[src/rtl/cart_rom_mbc1.sv]
// rtl/cart_rom_mbc1.sv - MBC1-style cartridge ROM bank mapper with a pipelined multi-block ROM read path
module cart_rom_mbc1 #(
  parameter int NUM_BLOCKS = 4,
  parameter int BLK_AW     = 16,
  parameter int ROM_LAT    = 1
) (
  input  logic                                   clk,
  input  logic                                   rst_n,
  input  logic [15:0]                            a,
  input  logic [7:0]                             din,
  input  logic                                   wr,
  input  logic                                   rd,
  output logic [7:0]                             dout,
  output logic                                   dout_valid,
  output logic [BLK_AW-1:0]                      blk_addr,
  input  logic [NUM_BLOCKS*8-1:0]                blk_dout,
  output logic                                   ram_en,
  output logic [1:0]                             ram_bank,
  output logic [BLK_AW+$clog2(NUM_BLOCKS)-15:0] rom_bank
);

  localparam int BLK_W  = $clog2(NUM_BLOCKS);
  localparam int ROM_AW = BLK_AW + BLK_W;
  localparam int BANK_W = ROM_AW - 14;
  localparam int IDX_W  = (BLK_W > 0) ? BLK_W : 1;

  logic [4:0]        low;
  logic [1:0]        upper;
  logic              mode;
  logic [4:0]        low5;
  logic [6:0]        bank;
  logic [ROM_AW-1:0] phys;
  logic [IDX_W-1:0]  blk_idx;
  logic              acc_rd;
  logic              acc_wr;
  logic              unused_din;

  logic [ROM_LAT-1:0] vld_pipe;
  logic [IDX_W-1:0]   idx_pipe [ROM_LAT];

  assign acc_rd     = rd & ~a[15];
  assign acc_wr     = wr & ~a[15];
  assign unused_din = ^din[7:5];

  // Bank register value 0 maps to 1; only the 5-bit low field is tested.
  assign low5 = (low == 5'd0) ? 5'd1 : low;

  always_comb begin
    bank = 7'd0;
    if (a[14])
      bank = {upper, low5};
    else if (mode)
      bank = {upper, 5'b0};
  end

  // Bank bits beyond the ROM size simply wrap.
  assign phys     = ROM_AW'({bank, a[13:0]});
  assign blk_addr = phys[BLK_AW-1:0];
  assign blk_idx  = IDX_W'(phys >> BLK_AW);

  assign rom_bank = BANK_W'({upper, low5});
  assign ram_bank = mode ? upper : 2'b00;

  always_ff @(posedge clk or negedge rst_n) begin
    if (!rst_n) begin
      low    <= 5'd0;
      upper  <= 2'd0;
      mode   <= 1'b0;
      ram_en <= 1'b0;
    end else if (acc_wr) begin
      case (a[14:13])
        2'd0: ram_en <= (din[3:0] == 4'hA);
        2'd1: low    <= din[4:0];
        2'd2: upper  <= din[1:0];
        2'd3: mode   <= din[0];
        default: ;
      endcase
    end
  end

  // Block index travels alongside the read strobe to pick the byte once the ROM answers.
  always_ff @(posedge clk or negedge rst_n) begin
    if (!rst_n) begin
      vld_pipe <= '0;
      for (int i = 0; i < ROM_LAT; i++)
        idx_pipe[i] <= '0;
    end else begin
      vld_pipe[0] <= acc_rd;
      idx_pipe[0] <= blk_idx;
      for (int i = 1; i < ROM_LAT; i++) begin
        vld_pipe[i] <= vld_pipe[i-1];
        idx_pipe[i] <= idx_pipe[i-1];
      end
    end
  end

  assign dout_valid = vld_pipe[ROM_LAT-1];
  assign dout       = dout_valid ? blk_dout[8*idx_pipe[ROM_LAT-1] +: 8] : 8'hFF;

endmodule

[config.mk]
export PLATFORM = sky130hd
export DESIGN_NAME = cart_rom_mbc1
export DESIGN_NICKNAME = d
export VERILOG_FILES = /design/src/rtl/cart_rom_mbc1.sv
export SDC_FILE = /design/constraint.sdc
export NUM_CORES = 1
export LEC_CHECK = 0
export CORE_UTILIZATION = 31
export CTS_CLUSTER_DIAMETER = 200
export DETAILED_ROUTE_END_ITERATION = 7
export PLACE_DENSITY = 0.95
export SLEW_MARGIN = 20
export SYNTH_ARGS = -nofsm -noshare
export SYNTH_HDL_FRONTEND = slang
export SYNTH_SLANG_ARGS = --single-unit
[constraint.sdc]
create_clock -name clk -period 3.9 [get_ports clk]
set_clock_uncertainty 0.05 [all_clocks]
set_input_delay 0.585 -clock clk [delete_from_list [all_inputs] [get_ports clk]]
set_output_delay 0.585 -clock clk [all_outputs]
set_load 0.02 [all_outputs]
==> results of run 1 <==
-- final timing paths --
| path | cells after the start | to | slack [ns] | startpoint |
|---|---|---|---|---|
| max in group asynchronous | 1 | low[1]$_DFFE_PN0P_ | 2.83 | rst_n |
| min | 1 | upper[1]$_DFFE_PN0P_ | 0.46 | upper[1]$_DFFE_PN0P_ |
| min reg2reg | 1 | upper[1]$_DFFE_PN0P_ | 0.46 | upper[1]$_DFFE_PN0P_ |
| max | 3 | dout[1] | 1.08 | idx_pipe[0]$_DFF_PN0_ |
| min in group asynchronous | 1 | ram_en$_DFFE_PN0P_ | 0.61 | rst_n |
| max reg2reg | 1 | low[2]$_DFFE_PN0P_ | 3.04 | low[2]$_DFFE_PN0P_ |
-- worst max-delay path: cells and delay by family, from the launching register on --
family,cells,cell delay [ns]
flops,1,0.63
simple gates,1,0.16
mux,1,0.56
buf+inv,1,0.55
-- routing by layer --
layer,global-route usage,share of wire,up-vias
met1,0.176,0.39,346
met4,0.0643,0.022,0
met5,0,0,-
li1,-,-,334
met3,0.0749,0.12,12
met2,0.250,0.47,52
-- cell families (layout without fill, tap and decap cells) --
logic type | after synthesis | in the layout | share of synthesized area
compound gates | 1 | 1 | 0.00845
buf+inv | 21 | 66 | 0.165
mux | 17 | 17 | 0.317
simple gates | 21 | 21 | 0.172
flops | 12 | 12 | 0.338
-- power by group through the flow --
stage	Sequential [uW]	Combinational (uW)	Clock [uW]
after floorplan	161	133	0
after global placement	173	193	0
after detailed placement	175	195	0
after CTS	173	197	101
after global routing	177	206	108
final	173	195	96.3
-- through the flow --
stage,total power [uW],utilization,setup WS [ns],area [um^2]
finish,464,0.526,1.08,1440
global route,492,0.526,0.925,1440
CTS,471,0.526,1.02,1440
detailed placement,370,0.513,1.11,1400
global placement,366,0.513,1.10,1400
floorplan,294,-,2.01,888
-- layout make-up --
class                   count  area share
clock buffers               4      0.0252
multi-input cells          39       0.307
flip-flops and latches     12       0.209
well taps                  31      0.0270
repair buffers             62       0.432
-- registers in the layout, summed over array words and instances, names as in the netlist --
signal      flops
ram_en          1
upper           2
idx_pipe        2
dout_valid      1
mode            1
low             5
-- synth_stat cells --
cell       n
and2_1     5
and4bb_1   1
and4bb_2   1
buf_4     16
buf_6      1
clkbuf_1   4
dfrtp_1   12
mux2_2     9
mux4_2     8
nand2b_1   8
nand4b_1   1
nor2b_1    1
nor4_1     1
nor4b_1    1
nor4bb_1   1
o21a_1     1
or2_2      1
==> results.yml, run 1 <==
run_status:
  status: "finished, final reports clean"
power_and_ir_drop:
  seq_power_share: 0.372
  p_leak_uw: 0.000544
  switching_share: 0.285
  switchingPower_uw: 132
  clkPwrFrac: 0.208
  ir_worst_vdd_v: 0.000326
  p_comb_frac: 0.420
  internal_power_uw: 332
  p_per_area_nw_per_um2: 323
clock_network:
  cts_tree: "done"
  cts-hold-fix-buffers: 0
  cts_buffers: 3
  post-cts-setup-buffer-count: 0
  clk_pin_slew_ns: 0.07
  cts_root_buffer: "clkbuf_4"
  htree_levels: 1
  clk_path_buf_depth: 2
  cts.sinks: 12
  insertion_delay_ns: 0.26
  cts_resized: 0
cells_and_area:
  multi_input_area_um2: 442
  syn_to_final_growth_pct: 61.8
  nets: 178
  seqCellArea_um2: 300
  layout_common_cells: "62 x clkdlybuf4s50_1, 12 x dfrtp_1, 9 x mux2_2, 8 x mux4_2, 8 x nand2b_1"
  n_antenna_cell: 0
  fillCellCount: 248
  final_common_cell: "clkdlybuf4s50_1"
  final_cells: 148
  drive_above_1_share: 0.197
worst_setup_path:
  path_class: "flop to output pin"
  cp-end-kind: "output pin"
  cpPeakStageDelay_ns: 0.63
  required_ns: 3.26
  crit_path_cell_trace: "mux4_2 > nand2b_1 > clkdlybuf4s50_1"
  worstPathArrival_ns: 2.18
  worstSetupStartpointType: "flop"
  path_max_fanout: 8
  cp_slowest_cell: "dfrtp_1"
placement:
  hpwl_um: 1850
  gp_congestion: 0.784
  dp.cells: 144
  port_buffers: 62
drt:
  wl_um: 2310
  post_drt_wl_per_cell_um: 15.6
  drt_iter0_markers: 21
  viasPerCell: 5.03
  drtAntennaViolNets: 0
  drc_errors: 0
  routed-via-count: 744
  firstDrtPassIters: 4
job:
  cap_viol_max_count: 0
synthesis:
  ys_seq_area_frac: 0.338
  ys_types: 17
  syn_nets: 132
  ys.warnings.count: 0
  syn-cell-area_um2: 888
  syn_inst: 72
  syn_area_per_cell_um2: 12.3
  yosysTopAreaCell: "dfrtp_1"
  ys_top_cells_by_area: "dfrtp_1 34%, mux4_2 20%, buf_4 14%"
  ys_ff_latch: 12
  synth_top_area_frac: 0.338
die:
  die-area_um2: 3080
  ioPinCount: 92
  rows: 19
  core-area_um2: 2730
  die_y_um: 55.5
  die-width_um: 55.5
  start_util: 0.325
min_path:
  hp-class: "flop to flop"
grt:
  grt_pass1_wl_um: 3770
  grt_pass1_vias: 830
  grt_max_degree: 13
  grt_util_all_layers: 0.155
  antenna_found_initial: 0
  grt_overflow_total: 0
timing:
  slew_violations: 0
  hold_violations: 0
  worst_pin_slew_ns: 0.532
  fin_crit_sh: 0.722
  rsz0062_at_grt: "no"
  max_freq_mhz: 355
  tns_ns: 0
  timing.hold.ws_ns: 0.460
  post-route-min-period_ns: 2.82
  max_slew_margin: 0.644
  setup_viol: 0
(Power assumes the default switching activity.)
==> inputs of run 2 (changes only) <==
Settings changed: CORE_UTILIZATION 31 to 29, PLACE_DENSITY 0.95 to 0.9.
Clock period 3.9 ns to 2.6 ns, I/O delays scaled along.
==> results.yml, run 2 (synthesis results as in run 1) <==
die:
  die-area_um2: 3290
  start_util: 0.314
  die_y_um: 57.3
  rows: 19
  ioPinCount: 92
  core-area_um2: 2830
  die-width_um: 57.3
drt:
  drt_iter0_markers: 63
  viasPerCell: 5.08
  drtAntennaViolNets: 0
  routed-via-count: 757
  wl_um: 2310
  firstDrtPassIters: 6
  drc_errors: 10
  post_drt_wl_per_cell_um: 15.5
worst_setup_path:
  path_max_fanout: 8
  critPathLaunch: "idx_pipe[0]$_DFF_PN0_"
  rr_worst_depth: 1
  worstReg2RegStart: "low[3]$_DFFE_PN0P_"
  path_class: "flop to output pin"
  cp-end-kind: "output pin"
  timing.reg2reg.setup_slack_ns: 1.75
  required_ns: 2.16
  cp_slowest_cell: "clkdlybuf4s50_1"
  endpoint: "dout[5]"
  crit_path_cell_trace: "buf_4 > mux4_2 > nand2b_1 > clkdlybuf4s50_1"
  cpPeakStageDelay_ns: 0.56
  worstSetupStartpointType: "flop"
  worstPathArrival_ns: 2.01
  r2r-end: "low[3]$_DFFE_PN0P_"
grt:
  grt_pass1_vias: 829
  antenna_found_initial: 0
  grt_max_degree: 13
  grt_pass1_wl_um: 3860
  grt_util_all_layers: 0.153
  grt_overflow_total: 0
timing:
  timing.hold.ws_ns: 0.417
  hold_violations: 0
  post-route-min-period_ns: 2.45
  fin_crit_sh: 0.942
  max_slew_margin: 0.646
  rsz0062_at_grt: "no"
  setup_viol: 0
  tns_ns: 0
  slew_violations: 0
  setup_ws_ns: 0.150
  max_freq_mhz: 408
  worst_pin_slew_ns: 0.529
cells_and_area:
  drive_above_1_share: 0.203
  largest_reg_flops: 5
  n_antenna_cell: 0
  regMostFlops: "low"
  final_common_cell: "clkdlybuf4s50_1"
  syn_to_final_growth_pct: 62.7
  nets: 179
  layout_common_cells: "62 x clkdlybuf4s50_1, 12 x dfrtp_1, 9 x mux2_2, 8 x mux4_2, 8 x nand2b_1"
  top_regs: "low (5), idx_pipe (2), upper (2)"
  final_cell_area_um2: 1450
power_and_ir_drop:
  p_leak_uw: 0.000550
  total_power_uw: 701
  p_per_area_nw_per_um2: 485
  ir_worst_vdd_v: 0.000354
min_path:
  hp-class: "input pin to async pin"
placement:
  hpwl_um: 1940
  place_ws_ns: 0.193
  place_area_um2: 1410
  gp_congestion: 0.708
  port_buffers: 62
clock_network:
  clk_path_buf_depth: 2
  cts.sinks: 12
  insertion_delay_ns: 0.27
  post-cts-setup-buffer-count: 0
  cts_tree: "done"
  cts_root_buffer: "clkbuf_4"
  clk_pin_slew_ns: 0.08
  cts_buffers: 3
  cts_resized: 0
  cts-hold-fix-buffers: 0
  htree_levels: 1
run_status:
  violations: "design-rule violations"
  status: "finished, violations left"
job:
  cap_viol_max_count: 0
-- run 2: worst min-delay path by stage --
stage,from,endpoint,cells past startpoint
after floorplan,rst_n,dout_valid$_DFF_PN0_,0
after global placement,upper[0]$_DFFE_PN0P_,upper[0]$_DFFE_PN0P_,1
after detailed placement,upper[0]$_DFFE_PN0P_,upper[0]$_DFFE_PN0P_,1
after CTS,rst_n,ram_en$_DFFE_PN0P_,1
after global routing,rst_n,low[1]$_DFFE_PN0P_,1
final,rst_n,low[1]$_DFFE_PN0P_,1
-- run 2: cell type report --
cell class                      count  area [um^2]
Multi-Input combinational cell     39          442
Fill cell                         262         1380
Tap cell                           31         38.8
Clock buffer                        4         36.3
Timing Repair Buffer               63          628
Sequential cell                    12          300
-- run 2: worst max-delay path: cells and delay by family, from the launching register on --
kind / cells / cell delay [ns]
DFF: 1 / 0.32
buffers and inverters: 2 / 0.75
and+or+nand+nor: 1 / 0.16
muxes: 1 / 0.51
-- run 2: power by group --
part / switching [uW] / total (uW) / internal, uW
Combinational: 110 / 306 / 196
Clock: 60.9 / 146 / 85.0
Sequential: 30.0 / 250 / 220
Total: 201 / 701 / 500
-- run 2: routing by layer --
layer,GRT usage,up-vias,share of wire
li1,-,340,-
met1,0.178,349,0.37
met2,0.272,66,0.51
met3,0.0408,2,0.12
met4,0.0453,0,0.0022
met5,0,-,0
-- run 2: metrics by stage --
| stage | util | std cells |
|---|---|---|
| 4_1_cts | 0.511 | 149 |
| 5_1_grt | 0.511 | 149 |
| 6_report | 0.511 | 149 |
| 2_1_floorplan | - | 72 |
| 3_3_place_gp | 0.498 | 145 |
| 3_5_place_dp | 0.498 | 145 |
